--- src/rtl/ab_parallel_enforcer_ctrl.sv ---
// Arbitration/sequencing controller merging the policy_a and policy_b enforcer outputs.
// Resolves disagreements by selectable priority, tracks consecutive conflicts and forces a
// safe lockout after CONFLICT_LIMIT of them until software clears it.
// Optional macro AB_CTRL_STATS_EN adds per-policy saturating recovery counters.
module ab_parallel_enforcer_ctrl #(
  parameter int unsigned CONFLICT_LIMIT = 3,
  parameter int unsigned CNT_W          = 8
) (
  input  logic             clk,
  input  logic             rst_n,
  input  logic             tick_in,
  input  logic             A_ctp_pa,
  input  logic             B_ctp_pa,
  input  logic [1:0]       rec_pa,
  input  logic             A_ctp_pb,
  input  logic             B_ctp_pb,
  input  logic [1:0]       rec_pb,
  input  logic             priority_b,
  input  logic             clear_lockout,
  output logic             A_ctp_out,
  output logic             B_ctp_out,
  output logic [1:0]       rec_out,
  output logic             tick_out,
  output logic             conflict,
  output logic             lockout,
  output logic [CNT_W-1:0] conflict_cnt
`ifdef AB_CTRL_STATS_EN
  ,
  output logic [CNT_W-1:0] rec_cnt_a,
  output logic [CNT_W-1:0] rec_cnt_b
`else
  // Recovery statistics ports absent in this build.
`endif
);

  typedef enum logic [1:0] {StNormal, StConflict, StLockout} state_e;

  localparam logic [CNT_W-1:0] CntOne = {{(CNT_W-1){1'b0}}, 1'b1};
  localparam logic [CNT_W-1:0] CntMax = {CNT_W{1'b1}};

  state_e           state_q, state_d;
  logic [7:0]       run_q, run_d;
  logic [8:0]       run_inc;
  logic             a_q, a_d, b_q, b_d;
  logic [1:0]       rec_q, rec_d;
  logic             tick_q;
  logic             conf_q, conf_d;
  logic [CNT_W-1:0] cnt_q, cnt_d;
  logic             is_conf;
  logic             in_lock;

  assign is_conf = (A_ctp_pa != A_ctp_pb) || (B_ctp_pa != B_ctp_pb);
  assign in_lock = (state_q == StLockout);
  assign run_inc = {1'b0, run_q} + 9'd1;

  // Next-state and conflict-run tracking.
  always_comb begin
    state_d = state_q;
    run_d   = run_q;
    unique case (state_q)
      StNormal: begin
        if (tick_in && is_conf) begin
          run_d   = 8'd1;
          state_d = (CONFLICT_LIMIT == 1) ? StLockout : StConflict;
        end
      end
      StConflict: begin
        if (tick_in) begin
          if (!is_conf) begin
            state_d = StNormal;
            run_d   = 8'd0;
          end else begin
            run_d = run_inc[7:0];
            if (run_inc == 9'(CONFLICT_LIMIT)) state_d = StLockout;
          end
        end
      end
      StLockout: begin
        // Ticks never move the FSM out of lockout; only the clear does.
        if (clear_lockout) begin
          state_d = StNormal;
          run_d   = 8'd0;
        end
      end
      default: begin
        state_d = StNormal;
        run_d   = 8'd0;
      end
    endcase
  end

  // Output merge, conflict flag and conflict counter; all hold between ticks.
  always_comb begin
    a_d    = a_q;
    b_d    = b_q;
    rec_d  = rec_q;
    conf_d = conf_q;
    cnt_d  = cnt_q;
    if (tick_in) begin
      conf_d = is_conf;
      if (is_conf && (cnt_q != CntMax)) cnt_d = cnt_q + CntOne;
      if (in_lock) begin
        // Lockout applies even when a clear arrives with this tick.
        a_d   = 1'b0;
        b_d   = 1'b0;
        rec_d = 2'd0;
      end else if (is_conf && priority_b) begin
        a_d   = A_ctp_pb;
        b_d   = B_ctp_pb;
        rec_d = rec_pb;
      end else begin
        a_d   = A_ctp_pa;
        b_d   = B_ctp_pa;
        rec_d = rec_pa;
      end
    end
  end

  // State and output registers.
  always_ff @(posedge clk or negedge rst_n) begin
    if (!rst_n) begin
      state_q <= StNormal;
      run_q   <= 8'd0;
      a_q     <= 1'b0;
      b_q     <= 1'b0;
      rec_q   <= 2'd0;
      tick_q  <= 1'b0;
      conf_q  <= 1'b0;
      cnt_q   <= '0;
    end else begin
      state_q <= state_d;
      run_q   <= run_d;
      a_q     <= a_d;
      b_q     <= b_d;
      rec_q   <= rec_d;
      tick_q  <= tick_in;
      conf_q  <= conf_d;
      cnt_q   <= cnt_d;
    end
  end

  assign A_ctp_out    = a_q;
  assign B_ctp_out    = b_q;
  assign rec_out      = rec_q;
  assign tick_out     = tick_q;
  assign conflict     = conf_q;
  assign lockout      = in_lock;
  assign conflict_cnt = cnt_q;

`ifdef AB_CTRL_STATS_EN
  logic [CNT_W-1:0] rca_q, rcb_q;

  // Saturating per-policy recovery counters, counted in every state.
  always_ff @(posedge clk or negedge rst_n) begin
    if (!rst_n) begin
      rca_q <= '0;
      rcb_q <= '0;
    end else if (tick_in) begin
      if ((rec_pa != 2'd0) && (rca_q != CntMax)) rca_q <= rca_q + CntOne;
      if ((rec_pb != 2'd0) && (rcb_q != CntMax)) rcb_q <= rcb_q + CntOne;
    end
  end

  assign rec_cnt_a = rca_q;
  assign rec_cnt_b = rcb_q;
`else
  // No recovery statistics in this build.
`endif

endmodule

--- config.mk ---
export PLATFORM = sky130hd
export DESIGN_NAME = ab_parallel_enforcer_ctrl
export DESIGN_NICKNAME = d
export VERILOG_FILES = /design/src/rtl/ab_parallel_enforcer_ctrl.sv
export SDC_FILE = /design/constraint.sdc
export NUM_CORES = 1
export LEC_CHECK = 0
export ABC_AREA = 1
export BUFFER_PORTS_ARGS = -buffer_cell sky130_fd_sc_hd__clkbuf_2
export CORE_MARGIN = 10
export CORE_UTILIZATION = 40
export CTS_CLUSTER_DIAMETER = 200
export CTS_CLUSTER_SIZE = 25
export DETAILED_ROUTE_END_ITERATION = 12
export GPL_TIMING_DRIVEN = 0
export PLACE_DENSITY_LB_ADDON = 0.05
export SKIP_CTS_REPAIR_TIMING = 1
export SYNTH_ARGS = -nofsm -noshare
export SYNTH_HDL_FRONTEND = slang
export SYNTH_SLANG_ARGS = --single-unit
export TNS_END_PERCENT = 10
--- constraint.sdc ---
create_clock -name clk -period 1.28 [get_ports clk]
set_input_delay 0.256 -clock clk [delete_from_list [all_inputs] [get_ports clk]]
set_output_delay 0.256 -clock clk [all_outputs]
set_load 0.1 [all_outputs]
* Word-level counts from Yosys, hierarchy flattened *
Index checks and enable logic that the tools add are counted.

storage, ports and cells
  register bits after elaboration = 24
  output and inout port bits = 15
  word-level logic and storage cells = 45

operators by class
  add/subtract/negate cells = 2
  muxes and demuxes = 17
  eq/ne operators = 10
  reduce and logical (&&, ||, !) cells = 8

operator list
  operator               number
  $mux W8                4
  $pmux W8 S3            1
  $mux W2                7
  $add A8 B1 Y9 const B  1
  $eq A9 B2 Y1 const B   1
  $add A8 B1 Y8 const B  1
  $ne A8 B8 Y1 const B   1
  $ne A2 B2 Y1 const B   3
  $pmux W2 S3            1
  $mux W1                4
  $reduce_and A4 Y1      1
  $logic_and A1 B1 Y1    3
  $ne A3 B3 Y1 const B   1
  $reduce_and A3 Y1      1
  $eq A2 B1 Y1 const B   1
  $eq A2 B2 Y1 const B   1
  $logic_not A2 Y1       1
  $ne A1 B1 Y1           2
  $reduce_and A2 Y1      1
  $logic_or A1 B1 Y1     1

* Depth between registers and ports, before layout *
  depth in word-level cells = 6
  gate-level depth with buffers = 11

* Worst setup path after synthesis *
OpenSTA, ideal clock, no wires.

  kind = register -> register
  start = reg state_q[0]
  end = reg run_q[3]
  data arrival time = 2330 ps
  period minus slack after synthesis = 2456 ps
  cell stages (with the launch flop) = 9
  data required time = 1155 ps
  path slack = -1176 ps
  cell sequence = dfrtp_1 -> nor2_1 -> nand2_1 -> o21ai_0 -> inv_1 -> nand2_2 -> inv_4 -> nand2_2 -> o22ai_1

between the ends
  longest elaborated chain between the ends = 3

RTL lines
  element                             line  RTL
  from (decl)                         41    state_e state_q, state_d;
  from (signal assigned)              122   state_q <= StNormal;
  from (signal assigned)              131   state_q <= state_d;
  $eq A2 B2 Y1 (*)                    --
  named net lockout                   25    output logic lockout,
  $ne A2 B2 Y1 (no source line)       --
  $reduce_and A3 Y1 (no source line)  --
  to (signal assigned)                132   run_q <= run_d;
  to (decl)                           42    logic [7:0] run_q, run_d;

The timed path passes the listed nets; every way through them passes the cells marked *.
A chain may end at the register's enable or synchronous reset.

* Final worst setup path *
  start = reg cnt_q[1] (netlist: conflict_cnt[1])
  end = reg cnt_q[1] (netlist: conflict_cnt[1])

between the ends
  longest elaborated chain between the ends = 3

RTL lines
  element                                                                line  RTL
  from (decl)                                                            48    logic [CNT_W-1:0] cnt_q, cnt_d;
  from (signal assigned)                                                 138   cnt_q <= cnt_d;
  parallel branches: the longest is 3 deep, another holds $add A8 B1 Y8  --

Several ways; the timed one is not identified.

==> results.sh <==
export IMPL_status="complete, but fails checks"
export IMPL_violations="negative setup slack"
export IMPL_ys_flop_type="dfrtp_1"
export IMPL_final_antenna_net_count=0
export IMPL_ys_ff_latch=24
export IMPL_synth_top_cell_by_area="dfrtp_1"
export IMPL_final_cell_mix="nand2_1 (41), inv_1 (22), clkbuf_2 (22), nor2_1 (15), dfrtp_1 (14)"
export IMPL_overflow=0
export IMPL_grt_pass1_vias=1090
export IMPL_drc_errors=0
export IMPL_cp_top_family="flip-flops"
export IMPL_die_area_um2=5930
export IMPL_timing_rr_start="conflict_cnt[1]"
export IMPL_cts_sinks=24
export IMPL_die_w_um=77.0
export IMPL_peakVddDrop_mv=1.17
export IMPL_cap_violations=0
export IMPL_syn_area_per_cell_um2=7.97
export IMPL_slew_violations=0
export IMPL_synth_edf_count=0
export IMPL_worst_pin_slew_ns=0.625
export IMPL_path_clk_slew_ns=0.12
export IMPL_stdcell_count=247
export IMPL_placed_cells=234
export IMPL_ys_seq_area_share_pct=46.2
export IMPL_grtUsageTotal_pct=9.45
export IMPL_wl_per_cell_um=11.7
export IMPL_cts_buffer_depth=2
export IMPL_synthArstFlopShare_pct=100
export IMPL_start_util_pct=42.2
export IMPL_via_per_inst=4.56
export IMPL_dp_hpwl_mm=2.15
export IMPL_powerDensity_nw_per_um2=2260
export IMPL_setup_slack_ns=-0.320
export IMPL_clock_root_buffer="clkbuf_4"
export IMPL_reg2reg_to="conflict_cnt[1]"
export IMPL_core_um2=3080
export IMPL_critPathRequiredTime_ns=1.48
export IMPL_finalCritPeriodShare_pct=125
export IMPL_nNetsFinal=220
export IMPL_hp_class="in -> reg"
export IMPL_gp_congestion=0.746
export IMPL_end_kind="flip-flop"
export IMPL_cp_data_arrival_time_ns=1.80
export IMPL_min_from="tick_in"
export IMPL_finClkSkew_ns=0.0129
export IMPL_synth_distinct_cells=22
export IMPL_cp_cell_sequence="ha_4, nand2_2, inv_2, nand2_2, nor2_2, nor2_4, buf_6, mux2_4"
export IMPL_grt_start_max_net_pins=25
export IMPL_power_total_mw=3.92
export IMPL_grt_pass1_wl_mm=4.74
export IMPL_clk_latency_ns=0.31
export IMPL_syn_area_um2=1300
export IMPL_antenna_found_initial=0
export IMPL_finalHoldViolCount=0
export IMPL_crit_fanout=5
export IMPL_synth_nets=179
export IMPL_num_rows=20
export IMPL_cts_htree_levels=1
export IMPL_path_common_cell="nand2_2"
export IMPL_diodes=0
export IMPL_routed_wl_mm=2.90
export IMPL_period_needed_ns=1.60
export IMPL_max_clock_freq_mhz=625
export IMPL_io_buffers=27
export IMPL_startpoint_type="flip-flop"
export IMPL_grt_setup_unrepaired="yes"
export IMPL_die_h_um=77.0
export IMPL_cts_buffers_inserted=3
export IMPL_yosys_warnings=0
export IMPL_num_io_pins=28
export IMPL_cp_slowest_cell="dfrtp_4"
export IMPL_critPathKind="reg -> reg"
export IMPL_final_common_cell="nand2_1"
export IMPL_firstDrtPassIters=4
export IMPL_relSlewSlack_pct=58.4
export IMPL_area_growth_syn_to_layout_pct=33.5
export IMPL_vias=1126
export IMPL_tritoncts="done"
export IMPL_ff2ff_setup_slack_ns=-0.32
export IMPL_p_leak_nw=0.846
export IMPL_cp_slowest_stage_delay_ns=0.53
export IMPL_finalSetupViolations=31
export IMPL_path_buf_inv=2
export IMPL_yosysTopAreaCellShare_pct=46.2
export IMPL_syn_inst=163
export IMPL_hold_slack_ns=0.102
export IMPL_drtIter0Drc=56
export IMPL_hold_path_depth=1
export IMPL_drive_above_1_share_pct=37.4
export IMPL_hold_end="tick_out"
export IMPL_synthTopCellsByArea="dfrtp_1 (46%), nand2_1 (13%), inv_1 (6.9%), nor2_1 (4.9%), o21ai_0 (4.2%)"
export IMPL_ff2ff_path_depth=8
==> logic make-up (layout without fill, tap and decap cells) <==
logic type / after synthesis / in the layout / share of synthesized area, %
simple gates: 80 / 80 / 27.6
buf+inv: 26 / 66 / 7.71
flops: 24 / 24 / 46.2
compound gates: 20 / 20 / 8.28
xor+xnor: 9 / 9 / 6.07
fa+ha+maj: 3 / 3 / 2.89
mux: 1 / 1 / 1.16
==> registers in the layout (all words and copies together), names as in the netlist <==
register / flops
A_ctp_out: 1
conflict: 1
tick_out: 1
B_ctp_out: 1
run_q: 8
conflict_cnt: 8
rec_out: 2
state_q: 2
==> final cells by class <==
class / instances / area [um^2]
Timing Repair Buffer: 36 / 236
Tap cell: 44 / 55.1
Inverter: 26 / 100
Sequential cell: 24 / 623
Multi-Input combinational cell: 113 / 683
Clock buffer: 4 / 36.3
Fill cell: 297 / 1340
==> synth_stat cells (3+ instances only) <==
| cell | count |
|---|---|
| o22ai_1 | 4 |
| nand3_1 | 6 |
| o21ai_1 | 3 |
| ha_1 | 3 |
| inv_1 | 24 |
| nor2_2 | 4 |
| nor2_1 | 17 |
| nand2_1 | 44 |
| xor2_1 | 5 |
| xnor2_1 | 4 |
| nand2_2 | 5 |
| dfrtp_1 | 24 |
| o21ai_0 | 11 |
==> metrics by stage <==
step	instance area (um^2)	util [%]	worst slack (ns)	TNS [ns]
6_report	1730	56.3	-0.320	-3.92
5_1_grt	1730	56.3	-0.388	-6.88
4_1_cts	1570	51.0	-0.378	-5.11
3_5_place_dp	1530	49.8	-0.297	-2.21
3_3_place_gp	1530	49.8	-0.241	-1.89
2_1_floorplan	1340	-	-0.371	-5.64
==> power breakdown <==
group / total [mW] / internal (mW) / switching (mW) / leakage, nW
clock network: 0.394 / 0.174 / 0.221 / 0.0210
registers: 1.25 / 1.01 / 0.243 / 0.293
logic: 2.27 / 0.644 / 1.63 / 0.533
total: 3.92 / 1.83 / 2.09 / 0.846
==> worst max path at each step <==
stage	start	endpoint	slack [ns]	cells after the start
finish	conflict_cnt[1]	conflict_cnt[1]	-0.32	8
detailed placement	run_q[1]	state_q[0]	-0.30	9
floorplan	conflict_cnt[1]	conflict_cnt[4]	-0.37	10
global placement	run_q[1]	state_q[0]	-0.24	9
CTS	state_q[0]	lockout	-0.38	2
global route	conflict_cnt[0]	conflict_cnt[1]	-0.39	8
==> per-layer routing <==
metal  global-route usage (%)  vias up  wire length, um
met1                     11.5      525             1340
met4                     2.74        0               12
met3                     2.80        2              122
met2                     15.7       15             1420
li1                         -      584                -
met5                        0        -                0
(Power assumes the default switching activity.)
